[config.mk]
export PLATFORM = sky130hd
export DESIGN_NAME = reset_sequencer_flat
export DESIGN_NICKNAME = d
export VERILOG_FILES = /design/src/rtl/reset_sequencer_pkg.sv /design/src/rtl/reset_sequencer_if.sv /design/src/rtl/reset_sequencer.sv /design/src/flat_wrapper.sv
export SDC_FILE = /design/constraint.sdc
export NUM_CORES = 1
export LEC_CHECK = 0
export CORE_ASPECT_RATIO = 0.9
export CORE_UTILIZATION = 45
export CTS_CLUSTER_DIAMETER = 80
export DETAILED_ROUTE_END_ITERATION = 16
export PLACE_DENSITY = 0.71
export SYNTH_ARGS = -nofsm -noshare
export SYNTH_HDL_FRONTEND = slang
export SYNTH_SLANG_ARGS = --single-unit
[constraint.sdc]
create_clock -name CLK -period 1.45 [get_ports CLK]
set_input_delay 0.435 -clock CLK [delete_from_list [all_inputs] [get_ports CLK]]
set_output_delay 0.435 -clock CLK [all_outputs]
set_load 0.01 [all_outputs]
[src/rtl/reset_sequencer_pkg.sv]
// Shared types and release-timing helpers for the reset sequencer.
package reset_sequencer_pkg;

   typedef enum logic {
      HOLD = 1'b0,
      RUN  = 1'b1
   } state_t;

   // Counter value at which channel idx is released.
   function automatic int unsigned rel_thresh(input int unsigned idx,
                                              input int unsigned rstdelay,
                                              input int unsigned stagger);
      return rstdelay + idx * stagger;
   endfunction

   // Full sequence length: release edge of the last channel relative to the start edge.
   function automatic int unsigned total_cycles(input int unsigned nchan,
                                                input int unsigned rstdelay,
                                                input int unsigned stagger);
      return rstdelay + 1 + (nchan - 1) * stagger;
   endfunction

endpackage

[src/rtl/reset_sequencer_if.sv]
// Software request handshake and reset outputs of the reset sequencer.
interface reset_sequencer_if #(
   parameter int unsigned NCHAN = 4
);
   logic             SW_REQ;
   logic [NCHAN-1:0] SW_MASK;
   logic             SW_ACK;
   logic             BUSY;
   logic [NCHAN-1:0] OUT_RST;

   modport master (
      output SW_REQ,
      output SW_MASK,
      input  SW_ACK,
      input  BUSY,
      input  OUT_RST
   );

   modport slave (
      input  SW_REQ,
      input  SW_MASK,
      output SW_ACK,
      output BUSY,
      output OUT_RST
   );
endinterface

[src/rtl/reset_sequencer.sv]
// Per-domain reset sequencer: holds NCHAN resets, releases them in index order,
// and accepts masked software reset requests through a req/ack handshake.
module reset_sequencer
   import reset_sequencer_pkg::*;
#(
   parameter int unsigned NCHAN           = 4,
   parameter int unsigned RSTDELAY        = 1,
   parameter int unsigned STAGGER         = 2,
   parameter bit          OUT_ACTIVE_HIGH = 1'b1
) (
   input logic              CLK,
   input logic              IN_RST,
   reset_sequencer_if.slave bus
);

   localparam int unsigned TOTAL      = total_cycles(NCHAN, RSTDELAY, STAGGER);
   localparam int unsigned CNTW       = $clog2(TOTAL + 1);
   localparam logic        RST_ACTIVE = 1'b1;

   state_t           state_q, state_d;
   logic [CNTW-1:0]  cnt_q, cnt_d;
   logic [NCHAN-1:0] mask_q, mask_d;
   (* dont_touch = "true" *) logic [NCHAN-1:0] rst_q;
   logic [NCHAN-1:0] rst_d;
   logic             ack_q, ack_d;
   logic [NCHAN-1:0] rel_c;

   // Per-channel release strobe: true on the edge that clears channel i.
   for (genvar i = 0; i < NCHAN; i++) begin : g_rel
      assign rel_c[i] = (cnt_q == CNTW'(rel_thresh(i, RSTDELAY, STAGGER)));
   end

   // Next-state, counter and handshake logic.
   always_comb begin
      state_d = state_q;
      cnt_d   = cnt_q;
      mask_d  = mask_q;
      rst_d   = rst_q;
      ack_d   = 1'b0;
      case (state_q)
         HOLD: begin
            cnt_d = cnt_q + CNTW'(1);
            rst_d = rst_q & mask_q & ~rel_c;
            if (rel_c[NCHAN-1]) begin
               state_d = RUN;
            end
         end
         RUN: begin
            if (bus.SW_REQ) begin
               ack_d   = 1'b1;
               mask_d  = bus.SW_MASK;
               rst_d   = bus.SW_MASK;
               cnt_d   = '0;
               state_d = HOLD;
            end
         end
      endcase
   end

   always_ff @(posedge CLK) begin
      if (IN_RST == RST_ACTIVE) begin
         state_q <= HOLD;
         cnt_q   <= '0;
         mask_q  <= '1;
         rst_q   <= '1;
         ack_q   <= 1'b0;
      end else begin
         state_q <= state_d;
         cnt_q   <= cnt_d;
         mask_q  <= mask_d;
         rst_q   <= rst_d;
         ack_q   <= ack_d;
      end
   end

   assign bus.SW_ACK = ack_q;
   assign bus.BUSY   = (state_q == HOLD);

   // Polarity is applied only at the port; internal timing is always active-high.
   if (OUT_ACTIVE_HIGH) begin : g_out_hi
      assign bus.OUT_RST = rst_q;
   end else begin : g_out_lo
      assign bus.OUT_RST = ~rst_q;
   end

endmodule

[src/flat_wrapper.sv]
// flat-port wrapper written by rule: the top's interface ports become plain ports
module reset_sequencer_flat import reset_sequencer_pkg::*;
#(
   parameter int unsigned NCHAN           = 4,
   parameter int unsigned RSTDELAY        = 1,
   parameter int unsigned STAGGER         = 2,
   parameter bit          OUT_ACTIVE_HIGH = 1'b1
)
  (CLK, IN_RST, bus_SW_REQ, bus_SW_MASK, bus_SW_ACK, bus_BUSY, bus_OUT_RST);
  reset_sequencer_if #(.NCHAN(NCHAN)) bus_i ();
  input logic CLK;
  input logic IN_RST;
  input wire logic [$bits(bus_i.SW_REQ)-1:0] bus_SW_REQ;
  input wire logic [$bits(bus_i.SW_MASK)-1:0] bus_SW_MASK;
  output wire logic [$bits(bus_i.SW_ACK)-1:0] bus_SW_ACK;
  output wire logic [$bits(bus_i.BUSY)-1:0] bus_BUSY;
  output wire logic [$bits(bus_i.OUT_RST)-1:0] bus_OUT_RST;
  assign bus_i.SW_REQ = bus_SW_REQ;
  assign bus_i.SW_MASK = bus_SW_MASK;
  assign bus_SW_ACK = bus_i.SW_ACK;
  assign bus_BUSY = bus_i.BUSY;
  assign bus_OUT_RST = bus_i.OUT_RST;
  reset_sequencer #(.NCHAN(NCHAN), .RSTDELAY(RSTDELAY), .STAGGER(STAGGER), .OUT_ACTIVE_HIGH(OUT_ACTIVE_HIGH)) u_core (.CLK(CLK), .IN_RST(IN_RST), .bus(bus_i));
endmodule
# Word level (Yosys, flattened, before mapping)
# Cells that the tools add are included.
# W data, S select, Z words.
# totals
ff_bits,14
input_bits,7
out_inout_bits,6
wordCells,25
# classes
addsub,1
n_eq_ne,5
mux,8
bitwise,4
reduce_logical,2
# op_table
op,count
$pmux W4 S2,2
$and A4 B4 Y4,2
$eq A4 B3 Y1 const B,2
$mux W4,2
$add A4 B1 Y4 const B,1
$eq A4 B1 Y1 const B,1
$eq A4 B2 Y1 const B,1
$not A4 Y4,1
$mux W1,3
$ne A2 B2 Y1 const B,1
$pmux W1 S2,1
$reduce_and A2 Y1,1
$reduce_or A2 Y1,1
$not A1 Y1,1

# Depth between registers and ports, before layout
# Gate-level depths: netlist of the first run.
# logic_depth
ltp_word,4
mapped_depth,5
mapped_depth_nobuf,5

# Worst setup path before layout of the first run
# No wires, ideal clock.
# synth_timing
kind,input-to-reg
startpoint,input bus_SW_REQ
endpoint,"register u_core.rst_q[1], in the netlist u_core.bus.OUT_RST[1]"
setup_time_ns,0.127
arrival_ns,1.033
required_time_ns,1.323
path_slack_ns,0.290
path_stages,4
n_path_buf,1
cell_sequence,buf_6 mux2i_1 nor2_1 or3_1
# synth_between
elab_chain_cells,1
# synth_rtl
item,line_no,rtl
"start, declared",flat_wrapper.sv:13,input wire logic [$bits(bus_i.SW_REQ)-1:0] bus_SW_REQ;
$ne A2 B2 Y1 (no line),n/a,
"end signal, assigned",reset_sequencer.sv:71,rst_q <= rst_d;
"end, declared",reset_sequencer.sv:23,"(* dont_touch = ""true"" *) logic [NCHAN-1:0] rst_q;"
# No other way between the ends.
# A chain may end at the register's enable or synchronous reset.

# Worst setup path in the final report of the first run
# layout_timing
startpoint,register u_core.state_q
endpoint,output bus_BUSY
# layout_between
elab_chain_cells,1
# layout_rtl
item,line_no,rtl
"start, declared",reset_sequencer.sv:20,"state_t state_q, state_d;"
"start signal, assigned",reset_sequencer.sv:68,state_q <= state_d;
$not A1 Y1,reset_sequencer.sv:77,assign bus.BUSY = (state_q == HOLD);
"end, declared",flat_wrapper.sv:16,output wire logic [$bits(bus_i.BUSY)-1:0] bus_BUSY;
# No other way between the ends.

==> results of run 1 <==
## flip-flops by register name, indices dropped and copies added (netlist names)
name and cells:
u_core.state_q 1, u_core.bus.SW_ACK 1, u_core.mask_q 4, u_core.cnt_q 4, u_core.bus.OUT_RST 4
## kinds of logic after synthesis
logic type | after synthesis | synth area share, %
mux | 4 | 6.49
simple gates | 30 | 22.9
compound gates | 16 | 17.0
fa+ha+maj | 2 | 3.82
buf+inv | 6 | 7.06
flops | 14 | 42.7
## report_power, final
group	switching [mW]	total (mW)	internal, mW
logic	0.0414	0.0975	0.0561
registers	0.0148	0.413	0.398
clock network	0.119	0.216	0.0963
## cell type report
class / count / area [um^2] / share of cell area [%]
Timing Repair Buffer: 18 / 161 / 19.7
Clock buffer: 3 / 22.5 / 2.75
Sequential cell: 14 / 280 / 34.3
Tap cell: 14 / 17.5 / 2.14
Multi-Input combinational cell: 52 / 329 / 40.2
Inverter: 2 / 7.51 / 0.917
## synthesized netlist by cell type
cell      count  area, um^2
a211o_1       4        35.0
a211oi_1      2        15.0
a21oi_1       5        25.0
a31oi_1       1        6.26
and2b_1       1        7.51
and3_1        1        6.26
and3_2        3        22.5
buf_2         1        5.00
buf_6         3        33.8
dfxtp_1      14         280
ha_1          2        25.0
inv_1         2        7.51
mux2_2        2        22.5
mux2i_1       2        20.0
nand2_1       7        26.3
nand3b_1      2        15.0
nand4_1       3        18.8
nor2_1       11        41.3
o21ai_0       1        5.00
o21ai_1       1        5.00
o21ba_2       1        10.0
o22a_2        1        10.0
or3_1         2        12.5
## worst paths after layout
| path | start | endpoint | slack [ns] | depth (start not counted) |
|---|---|---|---|---|
| worst min-delay path | u_core.mask_q[1] | u_core.mask_q[1] | 0.47 | 1 |
| worst max register to register | u_core.cnt_q[0] | u_core.bus.OUT_RST[1] | 0.22 | 3 |
| worst min register to register | u_core.mask_q[1] | u_core.mask_q[1] | 0.47 | 1 |
| worst max-delay path | u_core.state_q | bus_BUSY | 0.08 | 2 |
## routing by layer
layer	vias to the layer above	GRT usage (%)	routed length, um
li1	290	-	-
met1	253	21.2	633
met2	15	30.0	590
met3	2	8.49	82
met4	0	7.03	14
met5	-	0	0
## metrics by stage
stage	setup TNS [ns]	hold WS [ns]	power (mW)
after floorplan	0	0.435	0.477
after global placement	-2.50	0.447	0.521
after detailed placement	-2.68	0.454	0.521
after CTS	0	0.473	0.732
after global routing	0	0.497	0.764
final	0	0.473	0.726
## timing repair
item | in CTS | in global routing
endpoints found under the setup margin | 6 | 4
gates cloned | 0 | 1
resized for setup | 6 | 2
## critical path, stage by stage (launching register included)
cell and delay [ns]:
dfxtp_1 0.33, inv_1 0.05, dlygate4sd2_1 0.28
==> out/results.tsv, run 1 <==
stage	metric	value	unit
status	status	complete, no violations	
logic_synthesis	post-synthesis cell area	656	um^2
logic_synthesis	register area share after synthesis	42.7	%
final_layout	layout cell share with drive strength beyond 1	18.0	%
power_and_ir_drop	peak supply drop	0.633	mV
final_layout	Layout Utilization	63.4	%
logic_synthesis	Yosys Warn Count	0	
timing	Slew @ Worst Pin	0.217	ns
clock_network	number of buffers created by CTS	3	
timing	Rel. slew slack	85.5	%
final_layout	nets	100	
timing	worst setup margin	0.0780	ns
placed_design	Post-Place Cell Area	792	um^2
clock_network	CTS clk-pin slew, worst paths	0.08	ns
clock_network	clk sink count	14	
route	routed length per instance	12.8	um
clock_network	Post-CTS Hold Buffers	0	
route	total wire length	1320	um
worst_setup_path	nature of the critical path endpoint	primary output	
floorplan	Die Width	42.2	um
floorplan	die height	38.2	um
global_route	gr ovfl total	0	
route	routed vias/inst	5.44	
worst_setup_path	critical path data required time	1.02	ns
logic_synthesis	Syn Area/Cell	9.11	um^2
timing	fmax	729	MHz
floorplan	Core ar.	0.00129	mm^2
placed_design	placed cells	99	
timing	Final Cycle Share	94.6	%
clock_network	Root Buffer	clkbuf_4	
final_layout	# diodes	0	
route	post-route ant nets	0	
placed_design	hpwl dp	910	um
final_layout	commonest cells after routing, fill and taps aside	dfxtp_1 (14), nor2_1 (11), nand2_1 (7), dlygate4sd2_1 (6)	
clock_network	H-tree depth	1	
worst_setup_path	Crit Path Max Fanout	2	
clock_network	clk_lat worst skew	0.28	ns
worst_setup_path	Worst EP arrival	0.94	ns
hold_path	HP Class	flop to flop	
clock_network	CTS tree	built	
placed_design	gpl congestion	0.760	
global_route	initial antenna violation count	0	
clock_network	Post-CTS Setup Inserts	0	
global_route	largest net degree at the start of global routing	19	
worst_setup_path	CP Class	flop to primary output	
route	via count	560	
final_layout	# fillers	123	
route	drt pass-1 iters	3	
final_layout	post-route cell area	818	um^2
global_route	total track usage	18.4	%
placed_design	Post-Place Setup Slack	-0.293	ns
global_route	vias in the first global route	482	
floorplan	Die ar.	0.00161	mm^2
floorplan	Rows	12	
timing	Final Hold Vio Count	0	
logic_synthesis	Post-Syn Nets	81	
clock_network	maximum root-to-sink buffer count	2	
timing	Tmin final	1.37	ns
placed_design	number of buffers added on ports	12	
final_layout	Non-Filler Instances	103	
timing	Max Clock Skew	0.00627	ns
global_route	first-pass GRT wire length	2140	um
final_layout	area grow syn2layout	24.8	%
logic_synthesis	flops & latches, synth	14	
logic_synthesis	Unique masters post-synth	23	
final_layout	commonest non-fill, non-tap cell in the layout	dfxtp_1	
power_and_ir_drop	Leak	0.349	nW
timing	final slew viol count	0	
run	MaxCap Viol Count	0	
power_and_ir_drop	Pwr Density	887	mW/mm^2
floorplan	Initial Util	50.8	%
timing	final setup violation count	0	
timing	RSZ-0062 raised after global routing	false	
route	iteration-0 DRC count of the detailed router	18	
floorplan	# IOs	13	
logic_synthesis	Post-Syn Instances	72	
route	drt drc	0	
worst_setup_path	CP startpoint kind	flop	
Power figures use the tool's default switching activity.
==> run 2, diff against run 1 <==
SLEW_MARGIN = 20   (was not set)
==> results of run 2 <==
Same layout as run 1: the final DEF is identical, and so are final timing and power.
